===== config.mk =====
export PLATFORM = sky130hd
export DESIGN_NAME = if_stage_fbuf
export DESIGN_NICKNAME = d
export VERILOG_FILES = /design/src/rtl/if_stage_fbuf.sv
export SDC_FILE = /design/constraint.sdc
export NUM_CORES = 1
export LEC_CHECK = 0
export ABC_AREA = 1
export BUFFER_PORTS_ARGS = -buffer_cell sky130_fd_sc_hd__clkbuf_2
export CORE_ASPECT_RATIO = 1.75
export CORE_MARGIN = 3
export CORE_UTILIZATION = 50
export DETAILED_ROUTE_END_ITERATION = 6
export PLACE_DENSITY = 0.69
export SYNTH_ARGS = -nofsm -noshare
export SYNTH_HDL_FRONTEND = slang
export SYNTH_SLANG_ARGS = --single-unit

===== constraint.sdc =====
create_clock -name clk -period 6 [get_ports clk]
set_clock_uncertainty 0.15 [all_clocks]
set_input_delay 0.6 -clock clk [delete_from_list [all_inputs] [get_ports clk]]
set_output_delay 0.6 -clock clk [all_outputs]
set_load 0.1 [all_outputs]

===== src/rtl/if_stage_fbuf.sv =====
// Instruction-fetch stage: one outstanding split-transaction SRAM fetch feeding a
// BUF_DEPTH-entry {inst, pc} buffer toward ID, with branch flush and fetch cancel.
module if_stage_fbuf #(
    parameter int               PC_WD     = 32,
    parameter int               INST_WD   = 32,
    parameter logic [PC_WD-1:0] RESET_PC  = 32'h8000_0000,
    parameter int               BUF_DEPTH = 4
) (
    input  logic                     clk,
    input  logic                     reset,
    input  logic                     id_allowin,
    output logic                     if_to_id_valid,
    output logic [INST_WD+PC_WD-1:0] if_to_id_bus,
    input  logic                     br_valid,
    input  logic [PC_WD-1:0]         br_target,
    output logic                     inst_req,
    output logic [PC_WD-1:0]         inst_addr,
    input  logic                     inst_addr_ok,
    input  logic                     inst_data_ok,
    input  logic [INST_WD-1:0]       inst_rdata
);

    localparam int PTR_W = $clog2(BUF_DEPTH);
    localparam int CNT_W = PTR_W + 1;
    localparam int BUS_W = INST_WD + PC_WD;

    typedef enum logic [1:0] {IDLE, REQ, RESP} state_t;

    state_t           r_state;
    state_t           w_state_next;
    logic [PC_WD-1:0] r_fetch_pc;
    logic [PC_WD-1:0] r_req_pc;
    logic             r_cancel;
    logic [CNT_W-1:0] r_count;
    logic [CNT_W-1:0] w_count_next;
    logic [PTR_W-1:0] r_rd_ptr;
    logic [PTR_W-1:0] r_wr_ptr;
    logic [BUS_W-1:0] r_buf [BUF_DEPTH];
    logic             w_resp_done;
    logic             w_push;
    logic             w_pop;
    logic             w_issue_ok;
    logic             w_issue;

    assign w_resp_done    = (r_state == RESP) && inst_data_ok;
    assign w_push         = w_resp_done && !r_cancel && !br_valid;
    assign if_to_id_valid = (r_count != '0) && !br_valid;
    assign w_pop          = if_to_id_valid && id_allowin;
    assign if_to_id_bus   = (r_count != '0) ? r_buf[r_rd_ptr] : '0;
    assign inst_req       = (r_state == REQ);
    assign inst_addr      = r_req_pc;

    always_comb begin
        w_count_next = r_count;
        if (br_valid)
            w_count_next = '0;
        else if (w_push && !w_pop)
            w_count_next = r_count + CNT_W'(1);
        else if (!w_push && w_pop)
            w_count_next = r_count - CNT_W'(1);
    end

    // A slot is reserved at issue time, so returning data can never overflow the buffer.
    assign w_issue_ok = !br_valid && (w_count_next < CNT_W'(BUF_DEPTH));

    always_comb begin
        w_state_next = r_state;
        w_issue      = 1'b0;
        case (r_state)
            IDLE: begin
                if (w_issue_ok) begin
                    w_state_next = REQ;
                    w_issue      = 1'b1;
                end
            end
            REQ: begin
                if (inst_addr_ok)
                    w_state_next = RESP;
            end
            RESP: begin
                if (inst_data_ok) begin
                    if (w_issue_ok) begin
                        w_state_next = REQ;
                        w_issue      = 1'b1;
                    end else begin
                        w_state_next = IDLE;
                    end
                end
            end
            default: w_state_next = IDLE;
        endcase
    end

    always_ff @(posedge clk or posedge reset) begin
        if (reset) begin
            r_state    <= IDLE;
            r_fetch_pc <= RESET_PC;
            r_req_pc   <= '0;
            r_cancel   <= 1'b0;
            r_count    <= '0;
            r_rd_ptr   <= '0;
            r_wr_ptr   <= '0;
        end else begin
            r_state <= w_state_next;
            r_count <= w_count_next;
            if (br_valid)
                r_fetch_pc <= br_target;
            else if (w_issue)
                r_fetch_pc <= r_fetch_pc + PC_WD'(4);
            if (w_issue)
                r_req_pc <= r_fetch_pc;
            // The fetch already on the bus cannot be withdrawn; mark its data for dropping.
            if (w_resp_done)
                r_cancel <= 1'b0;
            else if (br_valid && (r_state == REQ || r_state == RESP))
                r_cancel <= 1'b1;
            if (w_push)
                r_wr_ptr <= r_wr_ptr + PTR_W'(1);
            if (br_valid)
                r_rd_ptr <= r_wr_ptr;
            else if (w_pop)
                r_rd_ptr <= r_rd_ptr + PTR_W'(1);
        end
    end

    always_ff @(posedge clk) begin
        if (w_push)
            r_buf[r_wr_ptr] <= {inst_rdata, r_req_pc};
    end

endmodule


==> results.yml <==
outcome:
  status: "complete, no violations"
power:
  pwr-share-clk: 0.207
  comb_power_share: 0.451
  internal_power_mw: 4.66
  swShare: 0.497
  switchingPower_mw: 4.60
  p_per_area_mw_per_mm2: 571
  seqPwrFrac: 0.342
  p_leak_nw: 6.35
  vdd_drop_max_v: 0.000366
setup_path:
  worst_setup_path_end_kind: "output pin"
  cp_slowest_stage_delay_ns: 0.80
  worstPathArrival_ns: 3.48
  critPathRequiredTime_ns: 5.25
  cp-start-kind: "flip-flop"
  cp_slowest_cell: "buf_4"
  worstSetupPathType: "reg -> out"
  path_cells: "clkinv_2 > buf_4 > o21ai_0 > a21oi_1 > clkbuf_2"
  reg2regPathDepth: 13
  crit_fanout: 131
floorplanning:
  initial_utilization: 0.512
  dieHeight_um: 228
  pin_count: 168
  dieArea_mm2: 0.0303
  rows: 80
  fp.coreArea_mm2: 0.0275
  dieWidth_um: 133
sta:
  post-route-period-util: 0.704
  final_hold_viol_count: 0
  rsz0062_at_grt: "no"
  slew-limit-headroom: 0.178
  finalMaxSlewViolations: 0
  worstMarginPinSlew_ns: 1.23
  fmax_mhz: 237
  setup_viol: 0
  worst_slack_ns: 1.77
  fin_tns_setup_ns: 0
  post-route-min-period_ns: 4.23
placed_design:
  pre_cts_slack_ns: 2.26
  place_hpwl_um: 19600
  gp_congestion: 0.936
  io_buffer_count: 167
synthesis:
  synthSimpleGateAreaFrac: 0.167
  yosysWarnings: 0
  synth_adder_area_share: 0.0107
  syn-instance-count: 1330
  ys.flop_type: "edfxtp_1"
  synth_seq_cells: 330
  synth_top_family_by_area: "simple AND/OR/NAND/NOR gates"
  synth_edf_count: 256
  syn_area_mm2: 0.0141
  yosysSeqAreaShare: 0.677
  synth_cell_types: 30
  syn_nets: 1412
  muxShareOfSynthArea: 0
  syn_avg_cell_area_um2: 10.6
  async_flop_share: 0.224
  synth_xor_area_frac: 0.0124
  synth-compound-area-share: 0.0926
route:
  antenna_left: 0
  avgViaCountPerCell: 5.26
  routedWlPerCell_um: 17.5
  drt_first_pass_iters: 5
  drt-total-wl_um: 32500
  first_iter_violations: 612
  drc: 0
  vias: 9797
global_route:
  globalRouteOverflowTotal: 0
  grt_pass1_wl_um: 51200
  grt_pass1_vias: 9790
  grt_max_degree: 132
  antenna_found_initial: 0
  track_usage: 0.212
cts:
  cts_resized: 0
  cts_tree: "yes"
  clkSinkCount: 330
  post_cts_buffers: 0
  cts_max_level: 1
  hold_buffers: 0
  cts_buffers: 29
  clk_pin_slew_worst_paths_ns: 0.06
  clk_latency_ns: 0.56
  root_buffer: "clkbuf_16"
  clk_path_buf_depth: 3
finish:
  num_antenna_cells: 0
  drive_gt1_frac: 0.180
  nNetsFinal: 1552
  syn2layout_area_growth_pct: 15.0
  n_fill_cell: 2271
  final_common_cell: "nor2_1"
  final_cell_mix: "nor2_1 (293), edfxtp_1 (256), nand2_1 (197)"
job:
  maxCapViolCount: 0
hold_path:
  min_path_cells: 3
  hold_path.class: "in -> reg"
## area by class of cell
| type | count | area, um^2 | share of cell area |
|---|---|---|---|
| clock inverters | 18 | 190 | 0.0117 |
| multi-input cells | 865 | 4020 | 0.248 |
| flip-flops and latches | 330 | 9550 | 0.589 |
| well taps | 369 | 462 | 0.0285 |
| repair buffers | 179 | 926 | 0.0571 |
| inverters | 65 | 245 | 0.0151 |
| clock buffers | 36 | 815 | 0.0503 |
## logic make-up (layout without fill, tap and decap cells)
group,count (synthesis),after routing
fa+ha+maj,12,12
compound gates,243,243
flops,330,330
simple gates,590,590
buf+inv,135,298
xor+xnor,20,20
## worst max-delay path, delay by kind of cell, from the launching register on
kind | cells | cell delay, ns
buf+inv | 3 | 1.42
flops | 1 | 0.68
compound gates | 2 | 0.66
## routing by layer
metal,track usage,wire (um),up-vias
li1,-,-,4799
met1,0.251,12300,4624
met2,0.383,17100,291
met3,0.0231,1520,83
met4,0.102,1520,0
met5,0,0,-
## power groups by stage
stage / clock network (mW) / logic, mW / registers [mW]
floorplan: 0 / 2.80 / 3.77
global placement: 0 / 4.15 / 3.21
detailed placement: 0 / 4.20 / 3.22
CTS: 1.96 / 4.21 / 3.17
global route: 2.05 / 4.47 / 3.22
finish: 1.92 / 4.17 / 3.17
## metrics by stage
step                total power, mW  cells  utilization  instance area (um^2)  hold slack [ns]
detailed placement             7.41   1808        0.552                 15200            0.349
finish                         9.26   1862        0.589                 16200            0.108
global route                   9.74   1862        0.589                 16200           0.0988
floorplan                      6.58   1330            -                 14100            0.328
global placement               7.36   1808        0.552                 15200            0.341
CTS                            9.34   1862        0.589                 16200           0.0849
## cells in the mapped netlist, types with 2 or more instances
library cell	count	area, um^2
buf_1	14	52.6
buf_4	2	15.0
inv_1	61	229
xor2_1	19	166
ha_1	12	150
clkbuf_1	44	165
nand3_2	2	20.0
a21oi_1	66	330
buf_2	3	15.0
nand2_2	3	18.8
buf_6	7	78.8
o21ai_0	142	711
nand3_1	70	350
nor3_1	19	95.1
edfxtp_1	256	7690
o21ai_1	12	60.1
nor2_1	297	1110
dfrtp_1	73	1830
o21ai_2	18	158
nand2_1	197	739
inv_2	4	15.0
## path summary, 6_finish.rpt
path | from | to | slack [ns]
setup / recovery | r_rd_ptr[0]$_DFFE_PP0P_ | if_to_id_bus[31] | 1.77
hold / removal | br_target[0] | r_fetch_pc[0]$_DFFE_PP0P_ | 0.11
setup reg to reg | r_state[0]$_DFFE_PP0P_ | r_fetch_pc[24]$_DFFE_PP0P_ | 2.73
hold reg to reg | r_fetch_pc[30]$_DFFE_PP0P_ | r_fetch_pc[30]$_DFFE_PP0P_ | 0.37
max in group asynchronous | reset | r_rd_ptr[0]$_DFFE_PP0P_ | 4.83
min in group asynchronous | reset | r_fetch_pc[3]$_DFFE_PP0P_ | 0.16
## registers in the layout, summed over array words and instances, names as in the netlist
signal	flops
inst_addr	32
r_buf	256
r_cancel	1
r_count	3
r_fetch_pc	32
r_rd_ptr	2
r_state	2
r_wr_ptr	2
No activity file was read; power rests on OpenSTA's default activity.
